`src/rtl/led_matrix_top.sv`:
```
// HUB75 32x32 1/16-scan panel driver with a built-in three-lane game frame and divided game tick.
// Outputs are registered one cycle from the scan state; the scan is free-running with no backpressure.
module led_matrix_top #(
    parameter int COLS      = 32,
    parameter int ON_CYCLES = 256,
    parameter int GAME_DIV  = 50_000_000
) (
    input  logic       clk,
    input  logic       rst,
    output logic       A,
    output logic       B,
    output logic       C,
    output logic       D,
    output logic       R0,
    output logic       G0,
    output logic       B0,
    output logic       R1,
    output logic       G1,
    output logic       B1,
    output logic       OE,
    output logic       LAT,
    output logic       clk_shft,
    output logic       clk_game_shft,
    output logic [3:1] led
);

    localparam int SHIFT_LEN = 2 * COLS;
    localparam int CNT_MAX   = (SHIFT_LEN > ON_CYCLES) ? SHIFT_LEN : ON_CYCLES;
    localparam int CNT_W     = $clog2(CNT_MAX);
    localparam int GC_W      = $clog2(GAME_DIV);

    localparam logic [CNT_W-1:0] SHIFT_LAST = CNT_W'(SHIFT_LEN - 1);
    localparam logic [CNT_W-1:0] DISP_LAST  = CNT_W'(ON_CYCLES - 1);
    localparam logic [GC_W-1:0]  GC_LAST    = GC_W'(GAME_DIV - 1);
    localparam logic [GC_W-1:0]  GC_HALF    = GC_W'(GAME_DIV / 2);

    typedef enum logic [1:0] {S_SHIFT, S_LATCH, S_DISPLAY} state_t;

    state_t           state, state_nxt;
    logic [CNT_W-1:0] cnt, cnt_nxt;
    logic [3:0]       row, row_nxt;
    logic [GC_W-1:0]  gc;
    logic [1:0]       lane;

    logic [15:0]      col;
    logic [15:0]      lane_lo;
    logic             in_lane;
    logic [5:0]       rgb_nxt;
    logic             rgb_load;

    // State registers describe the cycle about to be presented on the outputs.
    always_ff @(posedge clk or negedge rst) begin
        if (!rst) begin
            state <= S_SHIFT;
            cnt   <= '0;
            row   <= '0;
        end else begin
            state <= state_nxt;
            cnt   <= cnt_nxt;
            row   <= row_nxt;
        end
    end

    always_comb begin
        state_nxt = state;
        cnt_nxt   = cnt + 1'b1;
        row_nxt   = row;
        case (state)
            S_SHIFT: begin
                if (cnt == SHIFT_LAST) begin
                    state_nxt = S_LATCH;
                    cnt_nxt   = '0;
                end
            end
            S_LATCH: begin
                state_nxt = S_DISPLAY;
                cnt_nxt   = '0;
            end
            S_DISPLAY: begin
                if (cnt == DISP_LAST) begin
                    state_nxt = S_SHIFT;
                    cnt_nxt   = '0;
                    row_nxt   = row + 4'd1;
                end
            end
            default: begin
                state_nxt = S_SHIFT;
                cnt_nxt   = '0;
            end
        endcase
    end

    // Pixel generator; RGB only reloads on the data phase so a lane change waits for the next column.
    always_comb begin
        col = 16'(cnt >> 1);
        case (lane)
            2'd1:    lane_lo = 16'd12;
            2'd2:    lane_lo = 16'd23;
            default: lane_lo = 16'd1;
        endcase
        in_lane  = (col >= lane_lo) && (col <= lane_lo + 16'd7);
        rgb_load = !((state == S_SHIFT) && cnt[0]);
        rgb_nxt  = '0;
        if (state == S_SHIFT) begin
            rgb_nxt[5] = in_lane;
            if (row == 4'd15) begin
                rgb_nxt[0] = 1'b1;
            end else begin
                rgb_nxt[2] = in_lane;
            end
        end
    end

    always_ff @(posedge clk or negedge rst) begin
        if (!rst) begin
            gc   <= '0;
            lane <= 2'd0;
        end else if (gc == GC_LAST) begin
            gc   <= '0;
            lane <= (lane == 2'd2) ? 2'd0 : lane + 2'd1;
        end else begin
            gc <= gc + 1'b1;
        end
    end

    always_ff @(posedge clk or negedge rst) begin
        if (!rst) begin
            {D, C, B, A}               <= 4'd0;
            {R0, G0, B0, R1, G1, B1}   <= 6'd0;
            OE                         <= 1'b1;
            LAT                        <= 1'b0;
            clk_shft                   <= 1'b0;
            clk_game_shft              <= 1'b0;
            led                        <= 3'b001;
        end else begin
            OE            <= (state != S_DISPLAY);
            LAT           <= (state == S_LATCH);
            clk_shft      <= (state == S_SHIFT) && cnt[0];
            clk_game_shft <= (gc >= GC_HALF);
            led           <= 3'b001 << lane;
            if (state == S_LATCH) begin
                {D, C, B, A} <= row;
            end
            if (rgb_load) begin
                {R0, G0, B0, R1, G1, B1} <= rgb_nxt;
            end
        end
    end

endmodule

```
`config.mk`:
```
export PLATFORM = sky130hd
export DESIGN_NAME = led_matrix_top
export DESIGN_NICKNAME = d
export VERILOG_FILES = /design/src/rtl/led_matrix_top.sv
export SDC_FILE = /design/constraint.sdc
export NUM_CORES = 1
export LEC_CHECK = 0
export ABC_CLOCK_PERIOD_IN_PS = 3000
export CAP_MARGIN = 20
export CELL_PAD_IN_SITES_DETAIL_PLACEMENT = 1
export CELL_PAD_IN_SITES_GLOBAL_PLACEMENT = 1
export CORE_MARGIN = 2
export CORE_UTILIZATION = 47
export CTS_CLUSTER_DIAMETER = 150
export DETAILED_ROUTE_END_ITERATION = 10
export PLACE_DENSITY = 0.8
export SETUP_SLACK_MARGIN = 0.02
export SLEW_MARGIN = 20
export SYNTH_ARGS = -nofsm -noshare
export SYNTH_HDL_FRONTEND = slang
export SYNTH_SLANG_ARGS = --single-unit
```
`constraint.sdc`:
```
create_clock -name clk -period 3 [get_ports clk]
set_clock_uncertainty 0.2 [all_clocks]
set_input_delay 0.6 -clock clk [delete_from_list [all_inputs] [get_ports clk]]
set_output_delay 0.6 -clock clk [all_outputs]
set_load 0.01 [all_outputs]
```
* After elaboration in Yosys (flattened, before gate mapping)
Cells that the tools add are included.
** Cells by class
- Add/subtract/negate cells :: 5
- Muxes and demuxes :: 14
- Shift operators :: 1
- Magnitude comparators :: 3
- Equal/unequal tests :: 11
- Reduce and logical (&&, ||, !) cells :: 5
** Operators by type and width (number)
- 26-bit by 1-bit adder with 26-bit output, second input constant :: 1
- 26-bit == test, second input constant :: 1
- 26-bit by 25-bit greater-or-equal comparator with 1-bit output, second input constant :: 1
- 26-bit two-way mux :: 1
- 16-bit by 3-bit adder with 16-bit output, second input constant :: 1
- 7-bit by 16-bit greater-or-equal comparator with 1-bit output :: 1
- 7-bit by 16-bit <= comparator with 1-bit output :: 1
- 8-bit two-way mux :: 2
- 8-bit case mux with 2 select lines :: 1
- 5-bit case mux with 2 select lines :: 1
- 8-bit by 1-bit adder with 8-bit output, second input constant :: 1
- 8-bit by 6-bit == test with 1-bit output, second input constant :: 1
- 8-bit == test, second input constant :: 1
- 2-bit two-way mux :: 3
- 2-bit != test, second input constant :: 3
- 2-bit case mux with 3 select lines :: 1
- 1-bit two-way mux :: 5
- 4-bit by 1-bit adder with 4-bit output, second input constant :: 1
- 2-bit by 1-bit == test with 1-bit output, second input constant :: 2
- 2-bit == test, second input constant :: 2
- 4-bit == test, second input constant :: 1
- 2-bit AND reduction :: 2
- 1-bit by 2-bit << shifter with 3-bit output, first input constant :: 1
- 2-bit by 1-bit adder with 2-bit output, second input constant :: 1
- other kinds (2) :: 3
** Storage, ports and cells
- Logic and storage cells :: 56
- Bits of input ports :: 2
- Output and inout port bits :: 17
- Register bits after elaboration :: 56

* Longest topological paths before layout
Gate-level depths: netlist of run 1.
- Word-level depth :: 7
- Gate-level depth with buffers :: 9
- Gate-level depth less buffers :: 9

* Worst setup path after synthesis of run 1
OpenSTA, ideal clock, no wires.
- Kind :: register to register
- From :: register lane[0]
- To :: register R1
- Buffers on the path :: 0
- Data arrival time :: 1.821 ns
- Setup slack :: 0.913 ns
- Required time :: 2.734 ns
- Setup time :: 0.066 ns
- Clock period less this slack :: 2.087 ns
- Stages on the path, launching flop included :: 10
- Cells stage by stage :: dfrtp_1 > inv_1 > ha_1 > inv_1 > ha_1 > nor2b_1 > o31ai_1 > a21oi_1 > a211oi_1 > a22o_1
** Between the ends
- Longest elaborated chain between the ends :: 7
- Elaborated cells between the ends (all ways) :: 9
- Those cells by class :: add/sub: 1; order compare: 2; eq/ne: 2; mux: 3; reduce/logical: 1
** RTL lines
- start, declared :: line 43 : logic [1:0] lane;
- start signal, assigned :: line 120 : lane <= (lane == 2'd2) ? 2'd0 : lane + 2'd1;
- 2-bit == test / 2-bit by 1-bit == test with 1-bit output (equally long branches) :: line 96 : case (lane)
- 5-bit case mux with 2 select lines (*) :: line 96
- 16-bit by 3-bit adder with 16-bit output :: line 101 : in_lane = (col >= lane_lo) && (col <= lane_lo + 16'd7);
- 7-bit by 16-bit <= comparator with 1-bit output :: line 101
- 1-bit logical AND (*) :: line 101
- 1-bit two-way mux (*) :: line 106 : if (row == 4'd15) begin
- 1-bit two-way mux (*) :: line 104 : if (state == S_SHIFT) begin
- end signal, assigned :: line 145 : {R0, G0, B0, R1, G1, B1} <= rgb_nxt;
- end, declared :: line 17 : output logic R1,
Mark *: on every way between the ends. The rest lies on a longest branch, timed or not.
A chain may end at the register's enable or synchronous reset.

* Final worst setup path of run 1
- From :: register lane[1]
- To :: register R1
Same word-level chain as after synthesis.

==> summary.md, run 1 <==
| Metric | Value |
|---|---|
| Seq cells post-synth | `between 50 and 60` |
| Sw power | `0.262 mW` |
| Detail Route Antenna Nets | `0` |
| H-tree depth | `2` |
| Clk root buf | `clkbuf_8` |
| Peak VDD IR | `between 200 and 250 µV` |
| Post-CTS Setup Repair Bufs | `0` |
| Drt pass-1 iters | `4` |
| Resize count post-CTS | `0` |
| Pin count of the biggest net entering global routing | `57` |
| Yosys cell types | `38` |
| Post-route DRC | `0` |
| Syn Std Cell Area | `2820 µm²` |
| Crit share post-route | `0.770` |
| Clock share of power | `0.390` |
| Drt wl/cell | `15.2 µm` |
| Die width | `81.5 µm` |
| Core Util, Final | `0.538` |
| Seq pwr share | `0.596` |
| Hold_buf cts | `0` |
| CTS Sinks | `56` |
| Worst setup SP type | `flop` |
| Starting DRC count in detailed routing | `70` |
| Post-synthesis sequential area ratio | `0.497` |
| Synth async-reset ratio | `1.00` |
| HP Class | `input pin to async pin` |
| Die Span Y | `just over 80 µm` |
| RSZ-0062 raised after global routing | `false` |
| Met3 WL post-DR | `between 100 and 150 µm` |
| Met1 WL | `2.63 mm` |
| Max-cap violations | `0` |
| Inserted Clock Buffers | `5` |
| Most used DFF post-synth | `dfrtp_1` |
| Clock Path Buffers | `2` |
| Met2 WL post-DR | `2.65 mm` |
| Sw Share | `0.207` |
| Comb pwr share | `0.014` |
| Ys Warns | `0` |
| Worst-path maximum fanout | `5` |
| Worst slew pin tran | `~0.72 ns` |
| Port Buffers | `15` |
| DRT Wirelength | `5.46 mm` |
| Commonest non-fill, non-tap cells in the layout | `54 x dfrtp_1, 30 x nor2_1, 20 x ha_1, 19 x nand3_1, 18 x xor2_1` |
| CP required | `3.05 ns` |
| Post-DP HPWL | `3.90 mm` |
| Starting Density | `0.483` |
| Setup TNS | `0 ns` |
| Pint | `about 1.0 mW` |
| Critical Path Sink Type | `flop` |
| CTS tree | `built` |
| Hold Fails Final Rpt | `0` |
| Antenna Cells | `0` |
| Top sig layer | `met4` |
| Fin. max-slew vios | `0` |
| Most common cell after layout, fill and taps aside | `dfrtp_1` |
| Share of layout cells above drive strength 1 | `0.0810` |
| # setup viols final | `0` |
| EDFF count, synth | `0` |
| Status | `finished, final reports clean` |
| LEAKAGE | `1.47 nW` |
| Via density | `5.40` |
| Total GRT Usage | `0.184` |
| Vias post-DR | `1,938` |
| GRT overflow | `0` |
| Reg clk slew, reported paths | `0.11 ns` |
| Final net count | `305` |
| First-pass GRT wire length | `9.37 mm` |
| Area delta synth->final | `11.4%` |
| Mean Syn Cell Area | `between 10 and 15 µm²` |
| Kind of critical path | `flop to flop` |
| FP Rows | `28` |
| Cells after Synth | `263` |
| Core outline area | `around 6000 µm²` |
| Initial antenna violation count | `0` |
| Die ar. | `6640 µm²` |
| Pwr Density | `402 nW/µm²` |
| Crit path DAT | `2.36 ns` |
| Min Tclk post-route | `2.31 ns` |
| Skew-Pair Late Insertion Delay | `about 0.31 ns` |
| Fmax | `433 MHz` |
| RePlAce Congestion | `0.749` |
| Vias in the first global route | `2,007` |
| Ports | `19` |
| Relative slew slack | `0.520` |
## through the flow
step	cell area, µm²	hold slack, ns	cells	setup slack [ns]	power (mW)
final	3150	0.219	359	0.690	1.27
after global routing	3150	0.280	359	0.479	1.32
after CTS	3150	0.242	359	0.661	1.29
after detailed placement	3040	0.297	351	0.685	0.788
after global placement	3040	0.281	351	0.783	0.787
after floorplan	2830	0.104	265	0.913	0.774
## power groups by stage
| stage | combinational [mW] | clock [mW] | sequential (mW) |
|---|---|---|---|
| after floorplan | 0.00453 | 0 | 0.769 |
| final | 0.0175 | 0.494 | 0.754 |
| after detailed placement | 0.0187 | 0 | 0.769 |
| after global placement | 0.0183 | 0 | 0.769 |
| after global routing | 0.0210 | 0.542 | 0.755 |
| after CTS | 0.0187 | 0.515 | 0.754 |
## routing by layer
layer  GRT usage  up-vias
met5           0        -
met4      0.0508        0
met3      0.0330        6
met1       0.252      977
met2       0.301       18
li1            -      937
## worst max-delay path: stages (launching register included)
cell	delay [ns]
dfrtp_1	0.41
inv_1	0.13
ha_1	0.26
nand2_1	0.09
ha_1	0.30
a21o_1	0.20
mux2i_1	0.13
a21oi_1	0.05
a211oi_1	0.31
a22o_1	0.17
## cells by family after synthesis
| family | count (synthesis) | share of synthesized area |
|---|---|---|
| flops | 56 | 0.497 |
| fa+ha+maj | 20 | 0.0886 |
| buf+inv | 19 | 0.0350 |
| simple gates | 109 | 0.208 |
| mux | 8 | 0.0310 |
| xor+xnor | 31 | 0.0961 |
| other cells | 1 | 0.00133 |
| compound gates | 19 | 0.0425 |
## cell type report
| type | instances | area (µm²) |
|---|---|---|
| fill | 647 | 2700 |
| sequential | 56 | 1400 |
| multi-input combinational | 190 | 1330 |
| timing repair buffer | 18 | 168 |
| tap | 75 | 93.8 |
| clock buffer | 6 | 72.6 |
| inverter | 12 | 45.0 |
| clock inverter | 2 | 35.0 |
## sequential cells by signal, indices dropped and copies added (netlist names), 2 cells and up
register / cells
cnt: 8
state: 2
gc: 26
lane: 2
row: 4
led: 3
## path summary, 6_finish.rpt
path | startpoint | slack (ns) | endpoint | cells past startpoint
min in group clk | A | 0.31 | A | 1
min | rst | 0.22 | gc[13] | 2
max reg2reg | lane[1] | 0.69 | R1 | 9
min reg2reg | A | 0.31 | A | 1
max in group asynchronous | rst | 1.90 | led[3] | 2
max | lane[1] | 0.69 | R1 | 9
## cells in the mapped netlist, drive strengths merged, types with 2 or more instances
cell type	number	area (µm²)
buf	7	53.8
and3	7	43.8
mux2	6	67.6
xnor2	13	114
and4	4	35.0
nor4	2	12.5
nand2b	5	31.3
ha	20	250
nand4	12	75.1
o21ai	6	30.0
a21o	3	22.5
dfstp	2	52.6
mux2i	2	20.0
xor2	18	158
dfrtp	54	1350
nor3b	3	32.5
nor2	30	113
a21oi	4	20.0
inv	12	45.0
nand2	12	45.0
nand3	19	95.1
nor2b	3	18.8
and2	5	31.3
nor3	4	30.0
Note: power is estimated with default switching activity, not from simulation.
==> run 2, diff against run 1 <==
- ABC_CLOCK_PERIOD_IN_PS: 3000 -> 2300
- clock period: 3 -> 2.3 ns (I/O delays scaled with it)
==> summary.md, run 2 (synthesized netlist as in run 1, its figures left out) <==
| Metric | Value |
|---|---|
| Fin. max-slew vios | `0 (unchanged)` |
| Area delta synth->final | `14.1%` |
| Peak VDD IR | `249 µV (+4.8%)` |
| Final net count | `312 (+2.3%)` |
| CTS Sinks | `56 (unchanged)` |
| Commonest non-fill, non-tap cells in the layout | `54 x dfrtp_1, 30 x nor2_1, 19 x nand3_1, 19 x ha_1, 18 x xor2_1` |
| Final cell count without fillers | `366 (+1.9%)` |
| Skew-Pair Late Insertion Delay | `0.31 ns (about the same)` |
| Crit path DAT | `2.21 ns (-0.15 ns)` |
| Critical path's largest stage delay | `0.40 ns (about the same)` |
| Relative slew slack | `0.658 (+0.138)` |
| Pin count of the biggest net entering global routing | `37 (-35%)` |
| CTS tree | `built` |
| Worst-path maximum fanout | `4 (-1)` |
| Crit path cell chain | `inv_2 -> ha_1 -> inv_1 -> ha_1 -> nor2b_1 -> o31ai_1 -> a21oi_1 -> a211oi_2 -> a22o_1` |
| CP required | `2.36 ns (-0.69 ns)` |
| Cell mode on critical path | `ha_1` |
| Via density | `5.36 (-0.70%)` |
| Initial antenna violation count | `0 (unchanged)` |
| # setup viols final | `0 (unchanged)` |
| HP Start | `R0` |
| Worst path top cell family by delay | `compound AO/OA/AOI/OAI gates` |
| Max-cap violations | `0 (unchanged)` |
| RR Startpoint | `lane[0]` |
| RePlAce Congestion | `0.746 (-0.37%)` |
| Worst slew pin tran | `0.513 ns (-0.207 ns)` |
| Max FFs per register | `26 (unchanged)` |
| Clk root buf | `clkbuf_8` |
| Kind of critical path | `flop to flop` |
| FP Rows | `28 (unchanged)` |
| Most common cell after layout, fill and taps aside | `dfrtp_1` |
| Port Buffers | `15 (unchanged)` |
| Critical Path Sink Type | `flop` |
| Vias in the first global route | `1,972 (-1.7%)` |
| DRT Wirelength | `5.66 mm (+3.7%)` |
| Total GRT Usage | `0.192 (+0.00769)` |
| Share of layout cells above drive strength 1 | `0.120 (+0.0393)` |
| Critical path launch point | `lane[0]` |
| H-tree depth | `2 (unchanged)` |
| Core outline area | `5850 µm² (unchanged)` |
| Fmax | `466 MHz (+7.6%)` |
| Post-DP HPWL | `4.11 mm (+5.2%)` |
| Worst setup SP type | `flop` |
| Worst reg2reg endpoint | `R1` |
| Ports | `19 (unchanged)` |
| Critical path buffers and inverters | `2 (+1)` |
| Multi-input gate area | `1340 µm² (+0.85%)` |
| Detail Route Antenna Nets | `0 (unchanged)` |
| Starting DRC count in detailed routing | `77 (+10%)` |
| Post-route DRC | `0 (unchanged)` |
| HP Class | `flop to flop` |
| Antenna Cells | `0 (unchanged)` |
| Hold Fails Final Rpt | `0 (unchanged)` |
| Vias post-DR | `1,962 (+1.2%)` |
| Reg clk slew, reported paths | `0.11 ns (about the same)` |
| First-pass GRT wire length | `9.67 mm (+3.2%)` |
| Starting Density | `0.483 (unchanged)` |
| Critical path endpoint | `R1` |
| Reg with most FFs | `gc` |
| Pwr Density | `486 nW/µm² (+21%)` |
| Drt wl/cell | `15.5 µm (+1.7%)` |
| Die Span Y | `81.5 µm (unchanged)` |
| Setup TNS | `0 ns (unchanged)` |
| Clock Path Buffers | `2 (unchanged)` |
| Inserted Clock Buffers | `5 (unchanged)` |
| Crit share post-route | `0.933 (+0.163)` |
| Filler cells | `632 (-2.3%)` |
| Min Tclk post-route | `2.15 ns (-0.163 ns)` |
| Slowest-stage cell, CP | `dfrtp_1` |
| LEAKAGE | `1.50 nW (+2.0%)` |
| Register area | `1400 µm² (unchanged)` |
| Die width | `81.5 µm (unchanged)` |
| Worst R2R Setup Slack | `0.15 ns (-0.54 ns)` |
| Levels on crit path | `9 (unchanged)` |
| Status | `finished, final reports clean` |
| Drt pass-1 iters | `4 (unchanged)` |
| Cell depth of the worst flop-to-flop path | `9 (unchanged)` |
| RSZ-0062 raised after global routing | `false` |
| Die ar. | `6640 µm² (unchanged)` |
| Hold_ws | `0.317 ns (+0.0976 ns)` |
| Leading registers by flop count | `gc x26, cnt x8, row x4` |
| GRT overflow | `0 (unchanged)` |
| Placed Cells | `355 (+1.1%)` |
==> run 2: per-layer routing <==
metal | GRT usage | part of all wire
met5 | 0 | 0
met4 | 0.0610 | 0.014
met3 | 0.0385 | 0.030
met1 | 0.266 | 0.49
met2 | 0.302 | 0.47
==> run 2: area by class of cell <==
type | count | share of cell area
Tap cell | 75 | 0.0291
Timing Repair Buffer | 25 | 0.0769
Inverter | 12 | 0.0140
Clock buffer | 5 | 0.0214
Sequential cell | 56 | 0.436
Multi-Input combinational cell | 190 | 0.416
Clock inverter | 3 | 0.00738
==> run 2: how the worst min path moves through the flow <==
stage / to / slack, ns / cells past startpoint
after floorplan: A / -0.04 / 0
after global placement: LAT / 0.26 / 1
after detailed placement: LAT / 0.27 / 1
after CTS: gc[8] / 0.32 / 1
after global routing: R0 / 0.33 / 1
final: R0 / 0.32 / 1
==> run 2: where the power goes <==
part / internal, mW / switching (mW) / total (mW)
Clock: 0.217 / 0.340 / 0.557
Sequential: 0.984 / 0 / 0.984
Combinational: 0.00513 / 0.0217 / 0.0268
Total: 1.21 / 0.362 / 1.57
==> run 2: stage by stage <==
stage / power (mW) / setup WS (ns) / utilization / instance area (µm²)
after floorplan: 1.01 / 0.213 / - / 2830
after global placement: 1.03 / 0.0782 / 0.529 / 3090
after detailed placement: 1.03 / 0.00339 / 0.529 / 3090
after CTS: 1.59 / 0.0450 / 0.547 / 3200
after global routing: 1.63 / 0.0484 / 0.551 / 3220
final: 1.57 / 0.153 / 0.551 / 3220
==> run 2: what timing repair did <==
action	CTS	global route
gates resized for setup	2	4
setup buffers	0	2
endpoints found under the hold margin	20	0
pin swaps	0	1
endpoints found under the setup margin	1	2
hold buffers	1	0
